===== src/rtl/slt_32b.sv =====
// slt_32b: registered 32-bit set-less-than built on a ripple-carry subtractor (diff = i0 + ~i1 + 1).
// Optional feature macro SLT_32B_UNSIGNED_EN adds an is_unsigned input selecting an unsigned compare.
module slt_32b (
    input  logic        clk,
    input  logic        rst_n,
    input  logic        in_valid,
`ifdef SLT_32B_UNSIGNED_EN
    input  logic        is_unsigned,
`endif
    input  logic [31:0] i0,
    input  logic [31:0] i1,
    output logic [31:0] result,
    output logic        out_valid
);

    // Handshake: a compare is accepted on every rising edge where in_valid=1; there is no
    // ready/backpressure. out_valid pulses for one cycle on the edge after acceptance,
    // and result holds its last value whenever no new compare was accepted.

    logic [31:0] i1_inv;
    logic [31:0] diff;
    logic        carry;
    logic        ovf;
    logic        lt_signed;
    logic        lt;
`ifdef SLT_32B_UNSIGNED_EN
    logic        carry_out;
`endif

    assign i1_inv = ~i1;

    // Full-adder cells chained through a single carry variable, LSB first; the +1 of the
    // two's complement negation enters as the initial carry.
    always_comb begin
        diff  = '0;
        carry = 1'b1;
        for (int k = 0; k < 32; k++) begin
            diff[k] = i0[k] ^ i1_inv[k] ^ carry;
            carry   = (i0[k] & i1_inv[k]) | (carry & (i0[k] ^ i1_inv[k]));
        end
`ifdef SLT_32B_UNSIGNED_EN
        carry_out = carry;
`endif
    end

    // Overflow only when operand signs differ and the difference sign disagrees with i0.
    assign ovf       = (i0[31] != i1[31]) & (diff[31] != i0[31]);
    assign lt_signed = diff[31] ^ ovf;

`ifdef SLT_32B_UNSIGNED_EN
    assign lt = is_unsigned ? ~carry_out : lt_signed;
`else
    assign lt = lt_signed;
`endif

    always_ff @(posedge clk or negedge rst_n) begin
        if (!rst_n) begin
            result    <= 32'h0;
            out_valid <= 1'b0;
        end else begin
            out_valid <= in_valid;
            if (in_valid) begin
                result <= {31'b0, lt};
            end
        end
    end

endmodule


===== config.mk =====
export PLATFORM = sky130hd
export DESIGN_NAME = slt_32b
export DESIGN_NICKNAME = d
export VERILOG_FILES = /design/src/rtl/slt_32b.sv
export SDC_FILE = /design/constraint.sdc
export NUM_CORES = 1
export LEC_CHECK = 0
export ABC_AREA = 1
export ABC_CLOCK_PERIOD_IN_PS = 800
export CAP_MARGIN = 20
export CORE_ASPECT_RATIO = 1.75
export CORE_MARGIN = 3
export CORE_UTILIZATION = 29
export CTS_BUF_LIST = sky130_fd_sc_hd__clkbuf_16
export CTS_CLUSTER_DIAMETER = 100
export DETAILED_ROUTE_END_ITERATION = 8
export PLACE_DENSITY_LB_ADDON = 0.05
export SYNTH_ARGS = -nofsm -noshare
export SYNTH_HDL_FRONTEND = slang
export SYNTH_SLANG_ARGS = --single-unit
export TNS_END_PERCENT = 50

===== constraint.sdc =====
create_clock -name clk -period 0.8 [get_ports clk]
set_input_delay 0.16 -clock clk [delete_from_list [all_inputs] [get_ports clk]]
set_output_delay 0.16 -clock clk [all_outputs]
set_load 0.05 [all_outputs]

==> flow_summary.ini <==
[status]
status = finished, violations left
failed_checks = negative setup slack

[cells_and_area]
drive_above_1_share_pct = 5.058
diodes = 0
final_util_pct = 51.15
multiInputGateArea_um2 = 774.5
final_common_cell = inv_1
seq_area_um2 = 50.05
syn2layout_area_growth_pct = 65.91
nNetsFinal = 357
fillCellCount = 369
layout_common_cells = inv_1 (60), nand2_1 (58), clkdlybuf4s50_1 (56), conb_1 (31), ha_1 (29)
finalNonFillerCells = 303

[clock_network]
cts_tree = built
cts_buffers = 3
clk_pin_slew_worst_paths_ns = 0.03
clkLatencyLatePin_ns = 0.22
htree_levels = 1
cts.sinks = 2
clockBufferDepth = 2
root_buffer = clkbuf_16

[grt]
grt_max_degree = 3
antenna_found_initial = 0
grt_overflow = 0
grt_pass1_wl_mm = 3.422
global_route.usage.total_pct = 9.139
grt_pass1_vias = 973

[route]
post-route-drc-count = 0
vias_per_cell = 3.614
drt_wl_total_mm = 2.277
drtAntennaViolNets = 0
drt_iter0_markers = 6
dr.pass1.iters = 2
vias = 1095
wl_per_cell_um = 7.515

[yosys]
synth_xor_area_share_pct = 0
syn_inst = 187
synth_seq_cells = 2
syn_area_per_cell_um2 = 6.162
synth_top_family_by_area = buffers and inverters
yosys_warnings = 0
yosysUniqueCellTypes = 9
ys_seq_area_share_pct = 4.343
synth_compound_area_share_pct = 0.7600
synth_area_um2 = 1152
synth_fa_ha_area_share_pct = 34.31
yosys.area_share.simple_pct = 19.22
muxShareOfSynthArea_pct = 0.9772

[timing]
fin_setup_tns_ns = -3.525
fin_crit_ns = 4.073
worst_slack_ns = -3.273
setup_viol = 3
max_freq_mhz = 245.5
finalCritPeriodShare_pct = 509.1
slew_viol_final = 0
finClkSkew_ns = 0
final_hold_viol_count = 0
rsz0062_at_grt = true

[place]
dp_hpwl_mm = 2.133
place_inst = 300
gp_congestion = 0.6023
port_buffers = 68
pre_cts_ws_ns = -3.694

[critical_path]
arrival_ns = 4.17
path_max_fanout = 1
crit_top_cell = nand2_1
endpoint_kind = flop
path_class = input pin to flop
crit_family = simple AND/OR/NAND/NOR gates
critPathMaxStageDelay_ns = 0.45
critPathRequiredTime_ns = 0.90
start_kind = input pin
cpMaxStageDelayCell = clkdlybuf4s50_1
path_buf_inv = 2

[pwr]
power_density_nw_per_um2 = 1010
ir_drop_mv = 0.8457
leakagePower_nw = 1.209

[die]
die_h_um = 89.39
start_util_pct = 30.83
io-pin-count = 100
die_area_um2 = 4796
fp-row-count = 29
die_w_um = 53.65
coreArea_um2 = 3737

[flow_run]
drv_cap = 0

[hold_path]
hold_class = input pin to asynchronous set/reset pin
-- cell families after synthesis --
kind of cell / Yosys count
buffers and inverters: 92
multiplexers: 1
AND/OR/NAND/NOR: 59
adder cells (fa/ha/maj): 31
AO/OA/AOI/OAI: 1
other: 1
flip-flops: 2
-- area by class of cell --
cell class	count	area share (%)
multi-input cells	123	40.51
repair buffers	68	37.83
inverters	61	12.11
clock buffers	3	3.927
well taps	46	3.010
flip-flops and latches	2	2.618
-- worst paths after layout --
kind                       cells past startpoint         to  slack (ns)       from
setup / recovery                              56  result[0]       -3.27      i1[5]
hold / removal                                 1  result[0]        0.11      rst_n
setup reg to reg                               1  result[0]           0  result[0]
hold reg to reg                                1  result[0]        0.58  result[0]
max in group asynchronous                      1  out_valid        0.56      rst_n
min in group clk                               1  out_valid        0.45   in_valid
-- power breakdown --
group / total [mW] / internal (mW) / switching [mW]
combinational: 1.07 / 0.478 / 0.594
sequential: 0.124 / 0.113 / 0.0113
clock: 0.735 / 0.635 / 0.100
-- registers in the layout, indices dropped and copies added (netlist names) --
signal,cells
out_valid,1
result,1
-- cells in the mapped netlist --
cell type	count	share of area, %
a21oi_2	1	0.76
buf_4	31	20
conb_1	1	0.33
dfrtp_1	2	4.3
fa_1	1	1.7
ha_1	30	33
inv_1	61	20
mux2_2	1	0.98
nand2_1	59	19
-- layer usage --
layer / routed length, um / share of wire, % / vias to the layer above / track usage, %
met3: 326 / 14 / 0 / 4.174
met5: 0 / 0 / - / 0
met2: 1184 / 52 / 55 / 17.32
li1: - / - / 608 / -
met1: 765 / 34 / 432 / 8.292
met4: 0 / 0 / 0 / 2.791
-- repair_timing --
item,4_1_cts,5_1_grt
setup endpoints to repair,3,3
hold buffers,0,0
pin swaps,1,63
endpoints found under the hold margin,0,0
setup buffers,0,0
gates resized for setup,0,18
-- per-stage QoR --
stage	total power, mW	cell area (um2)	hold WS, ns
2_1_floorplan	0.8824	1271	-0.1356
3_3_place_gp	1.187	1797	0.3361
4_1_cts	1.947	1872	0.1121
5_1_grt	2.093	1912	0.1211
3_5_place_dp	1.193	1797	0.3406
6_report	1.931	1912	0.1121
(Power assumes the default switching activity.)
